File: config.mk
export PLATFORM = sky130hd
export DESIGN_NAME = pipe_stage_elastic
export DESIGN_NICKNAME = d
export VERILOG_FILES = /design/src/rtl/pipe_stage_elastic.sv
export SDC_FILE = /design/constraint.sdc
export NUM_CORES = 1
export LEC_CHECK = 0
export BUFFER_PORTS_ARGS = -buffer_cell sky130_fd_sc_hd__buf_4
export CAP_MARGIN = 15
export CELL_PAD_IN_SITES_DETAIL_PLACEMENT = 2
export CELL_PAD_IN_SITES_GLOBAL_PLACEMENT = 2
export CORE_MARGIN = 2
export CORE_UTILIZATION = 25
export DETAILED_ROUTE_END_ITERATION = 12
export PLACE_DENSITY = 0.55
export SLEW_MARGIN = 20
export SYNTH_ARGS = -nofsm -noshare
export SYNTH_HDL_FRONTEND = slang
export SYNTH_SLANG_ARGS = --single-unit
File: constraint.sdc
create_clock -name clk -period 9.4 [get_ports clk]
set_input_delay 0.94 -clock clk [delete_from_list [all_inputs] [get_ports clk]]
set_output_delay 0.94 -clock clk [all_outputs]
set_load 0.005 [all_outputs]
File: src/rtl/pipe_stage_elastic.sv
// Elastic pipeline register: DEPTH-entry circular buffer with valid/ready handshake,
// synchronous flush, programmable empty-output value and occupancy report.
module pipe_stage_elastic #(
   parameter int unsigned       WIDTH       = 32,
   parameter int unsigned       DEPTH       = 2,
   parameter logic [WIDTH-1:0]  RESET_VALUE = '0,
   parameter int unsigned       CNT_W       = $clog2(DEPTH + 1)
) (
   input  logic              clk,
   input  logic              reset,
   input  logic              in_valid,
   output logic              in_ready,
   input  logic [WIDTH-1:0]  in_data,
   output logic              out_valid,
   input  logic              out_ready,
   output logic [WIDTH-1:0]  out_data,
   input  logic              flush,
   output logic [CNT_W-1:0]  count,
   output logic              overflow_err
);

   localparam int unsigned      PTR_W    = (DEPTH > 1) ? $clog2(DEPTH) : 1;
   localparam logic [PTR_W-1:0] LAST_PTR = PTR_W'(DEPTH - 1);
   localparam logic [CNT_W-1:0] FULL_CNT = CNT_W'(DEPTH);

   logic [WIDTH-1:0] mem_q [DEPTH];
   logic [WIDTH-1:0] mem_d [DEPTH];
   logic [PTR_W-1:0] rd_ptr_q, rd_ptr_d;
   logic [PTR_W-1:0] wr_ptr_q, wr_ptr_d;
   logic [CNT_W-1:0] count_q, count_d;
   logic             overflow_q, overflow_d;
   logic             stall_q, stall_d;
   logic [WIDTH-1:0] held_data_q, held_data_d;
   logic             push, pop;

   function automatic logic [PTR_W-1:0] ptr_inc(input logic [PTR_W-1:0] p);
      return (p == LAST_PTR) ? '0 : p + PTR_W'(1);
   endfunction

   assign in_ready     = (count_q < FULL_CNT);
   assign out_valid    = (count_q != '0);
   assign out_data     = out_valid ? mem_q[rd_ptr_q] : RESET_VALUE;
   assign count        = count_q;
   assign overflow_err = overflow_q;

   always_comb begin
      push        = in_valid && in_ready;
      pop         = out_valid && out_ready;
      mem_d       = mem_q;
      rd_ptr_d    = rd_ptr_q;
      wr_ptr_d    = wr_ptr_q;
      count_d     = count_q;
      // Protocol monitor: a stalled offer must keep its data stable next cycle.
      overflow_d  = overflow_q || (stall_q && in_valid && (in_data != held_data_q));
      stall_d     = in_valid && !in_ready;
      held_data_d = in_data;

      if (flush) begin
         rd_ptr_d = '0;
         wr_ptr_d = '0;
         count_d  = '0;
      end else begin
         if (push) begin
            mem_d[wr_ptr_q] = in_data;
            wr_ptr_d        = ptr_inc(wr_ptr_q);
         end
         if (pop) begin
            rd_ptr_d = ptr_inc(rd_ptr_q);
         end
         if (push && !pop) begin
            count_d = count_q + CNT_W'(1);
         end else if (pop && !push) begin
            count_d = count_q - CNT_W'(1);
         end
      end
   end

   always_ff @(posedge clk) begin
      mem_q <= mem_d;
      if (reset) begin
         rd_ptr_q    <= '0;
         wr_ptr_q    <= '0;
         count_q     <= '0;
         overflow_q  <= 1'b0;
         stall_q     <= 1'b0;
         held_data_q <= '0;
      end else begin
         rd_ptr_q    <= rd_ptr_d;
         wr_ptr_q    <= wr_ptr_d;
         count_q     <= count_d;
         overflow_q  <= overflow_d;
         stall_q     <= stall_d;
         held_data_q <= held_data_d;
      end
   end

endmodule

==> impl_metrics.tcl <==
set metrics [dict create \
    min_from "stall_q" \
    ant_nets 0 \
    synth_nets 312 \
    min_to "overflow_err" \
    met2_usage_pct 18.0 \
    start_util_pct 25.6 \
    ys_seq_area_share_pct 69.3 \
    ir_drop_mv 0.0637 \
    ios 74 \
    port_buffers 73 \
    ctsHoldBuffers 0 \
    grtUsageMet3_pct 2.04 \
    r2r_cells 9 \
    clockRootBuffer "clkbuf_16" \
    skew_ns 0.00435 \
    ys_top_cells_by_area "edfxtp_1 (50%), dfxtp_1 (20%), mux2i_1 (8.3%)" \
    min_period_ns 2.52 \
    clock_sinks 102 \
    end_kind "output port" \
    crit_path_max_incr_delay_ns 0.74 \
    row_count 45 \
    yosys.area.top_type "edfxtp_1" \
    layout_setup_ws_ns 6.88 \
    yosysMostFrequentCell "edfxtp_1" \
    r2r-start "count[1]" \
    path_cells "mux2i_1, nor2_1, buf_4" \
    drt_iter0_drc 102 \
    cts.reportedPaths.clkPinSlew_ns 0.07 \
    rsz0062_at_grt "false" \
    clockBufferDepth 2 \
    cts_tree "yes" \
    fill_cells 1582 \
    n_antenna_cell 0 \
    routedWlPerCell_um 15.5 \
    gp_congestion 0.651 \
    crit_type "flop to output port" \
    area_delta_synth_final_pct 27.2 \
    max-cap-violations 0 \
    hold_path_class "flop to flop" \
    vias 2252 \
    grt.met1_usage_pct 13.4 \
    multi_input_area_sq_um 1130 \
    setup_viol 0 \
    cts_resized 0 \
    drc 0 \
    cp_slowest_cell "dfxtp_4" \
    r2r_end "count[1]" \
    grt_max_degree 40 \
    die_w_um 128 \
    fin_setup_tns_ns 0 \
    dpl.hpwl_mm 5.57 \
    post-place-ws_ns 6.83 \
    via_per_inst 4.15 \
    ys_ff_latch 102 \
    arrival_ns 1.58 \
    num-nets-final 387 \
    first_pass_iters 5 \
    h-tree-depth 3 \
    grt_pass1_wl_mm 13.3 \
    powerDensity_nw_per_um2 198 \
    worst_pin_slew_ns 0.816 \
    synth_flop_cell "edfxtp_1" \
    cts_buffers 9 \
    cts_setup_buffers 0 \
    synth-edff-count 64 \
    crit_fanout 33 \
    synthTopCellsByCount "edfxtp_1 (64), dfxtp_1 (38), xor2_1 (35)" \
    mappedNetlistArea_sq_um 3870 \
    drive_above_1_share_pct 26.3 \
    grt_use_total_pct 10.8 \
    worstPathRequired_ns 8.46 \
    finalCritPeriodShare_pct 26.8 \
    max_freq_mhz 397 \
    r2r_slack_ns 7.60 \
    core-area_sq_um 15100 \
    worstHoldPathCells 2 \
    cp-start-kind "flop" \
    die_area_sq_um 16500 \
    synth_cells 274 \
    maxSlewHeadroom_pct 45.6 \
    dieHeight_um 128 \
    synthDistinctLibCells 22 \
    outcome "complete, no violations" \
    seq_area_sq_um 2690 \
    async_reset_ff_share_pct 0 \
    drt-total-wl_mm 8.38 \
    p_leak_nw 1.84 \
    grt_overflow 0 \
    synth_top_area_share_pct 49.6 \
    syn_area_per_cell_sq_um 14.1 \
    grt_pass1_vias 2452 \
    final_max_slew_viol_count 0 \
    finalHoldViolCount 0 \
    yosysWarnings 0 \
    clk_latency_ns 0.34 \
    antenna_found_initial 0 \
    grt.busiest_layer "met2" \
]
cells by family after synthesis:
kind of cell	share of synthesized area, %
flip-flops	69.3
AND/OR/NAND/NOR	11.9
XOR/XNOR	8.37
multiplexers	8.27
buffers and inverters	1.71
AO/OA/AOI/OAI	0.162
adder cells (fa/ha/maj)	0.323
sequential cells by signal, summed over array words and instances, names as in the netlist:
register      cells
rd_ptr_q          1
wr_ptr_q          1
mem_q            64
stall_q           1
count             2
overflow_err      1
held_data_q      32
power by group:
part / leakage (nW) / internal, mW / total, mW / switching (mW)
logic: 0.800 / 0.0504 / 0.101 / 0.0506
registers: 0.903 / 0.495 / 0.505 / 0.00938
clock network: 0.140 / 0.212 / 0.371 / 0.159
layer usage:
| layer | part of all wire, % | vias to the layer above |
|---|---|---|
| li1 | - | 1099 |
| met1 | 45 | 1099 |
| met2 | 50 | 43 |
| met3 | 3.3 | 11 |
| met4 | 1.8 | 0 |
| met5 | 0 | - |
worst max-delay path: cells and delay by family (launching register included):
family / cells / cell delay, ns
flops: 1 / 0.74
mux: 1 / 0.28
buf+inv: 1 / 0.15
simple gates: 1 / 0.06
layout make-up:
cell class,instances,area share [%]
Clock buffer,10,4.85
Multi-Input combinational cell,158,22.9
Clock inverter,6,1.24
Sequential cell,102,54.5
Inverter,3,0.229
Timing Repair Buffer,75,11.4
Tap cell,188,4.78
how the worst max path moves through the flow:
stage / from / to / slack (ns)
after floorplan: in_valid / mem_q[32] / 5.41
after global placement: rd_ptr_q / out_data[3] / 6.86
after detailed placement: rd_ptr_q / out_data[24] / 6.83
after CTS: rd_ptr_q / out_data[24] / 6.46
after global routing: rd_ptr_q / out_data[24] / 6.74
final: rd_ptr_q / out_data[24] / 6.88
per-stage QoR:
stage	cell area (sq um)	utilization [%]	std cells	hold WS, ns	power [mW]
after floorplan	3870	-	274	0.446	0.562
after CTS	4920	32.5	542	0.482	0.996
final	4920	32.5	542	0.478	0.976
after global routing	4920	32.5	542	0.507	1.02
after detailed placement	4620	30.5	526	0.471	0.621
after global placement	4620	30.5	526	0.456	0.618
cell usage in the layout, fill, tap and decap left out:
master | netlist | layout
clkinv_4 | 0 | 1
nor3b_2 | 0 | 1
nor2_1 | 34 | 34
clkinv_1 | 0 | 2
clkbuf_16 | 0 | 9
and3b_2 | 0 | 1
nand3b_1 | 1 | 1
xnor2_1 | 2 | 2
dfxtp_4 | 0 | 1
nand4_1 | 2 | 2
nor3b_1 | 2 | 1
nor3_1 | 4 | 4
nor2_2 | 1 | 1
o22ai_1 | 1 | 1
clkbuf_8 | 0 | 1
xor2_1 | 35 | 35
buf_4 | 3 | 75
nor2b_1 | 32 | 32
and2b_1 | 1 | 1
bufinv_16 | 0 | 1
mux2i_1 | 32 | 32
clkinvlp_4 | 0 | 2
ha_1 | 1 | 1
edfxtp_1 | 64 | 64
dfxtp_1 | 38 | 37
nor4_1 | 8 | 8
inv_1 | 3 | 3
nand2_1 | 1 | 1
Power figures use the tool's default switching activity.
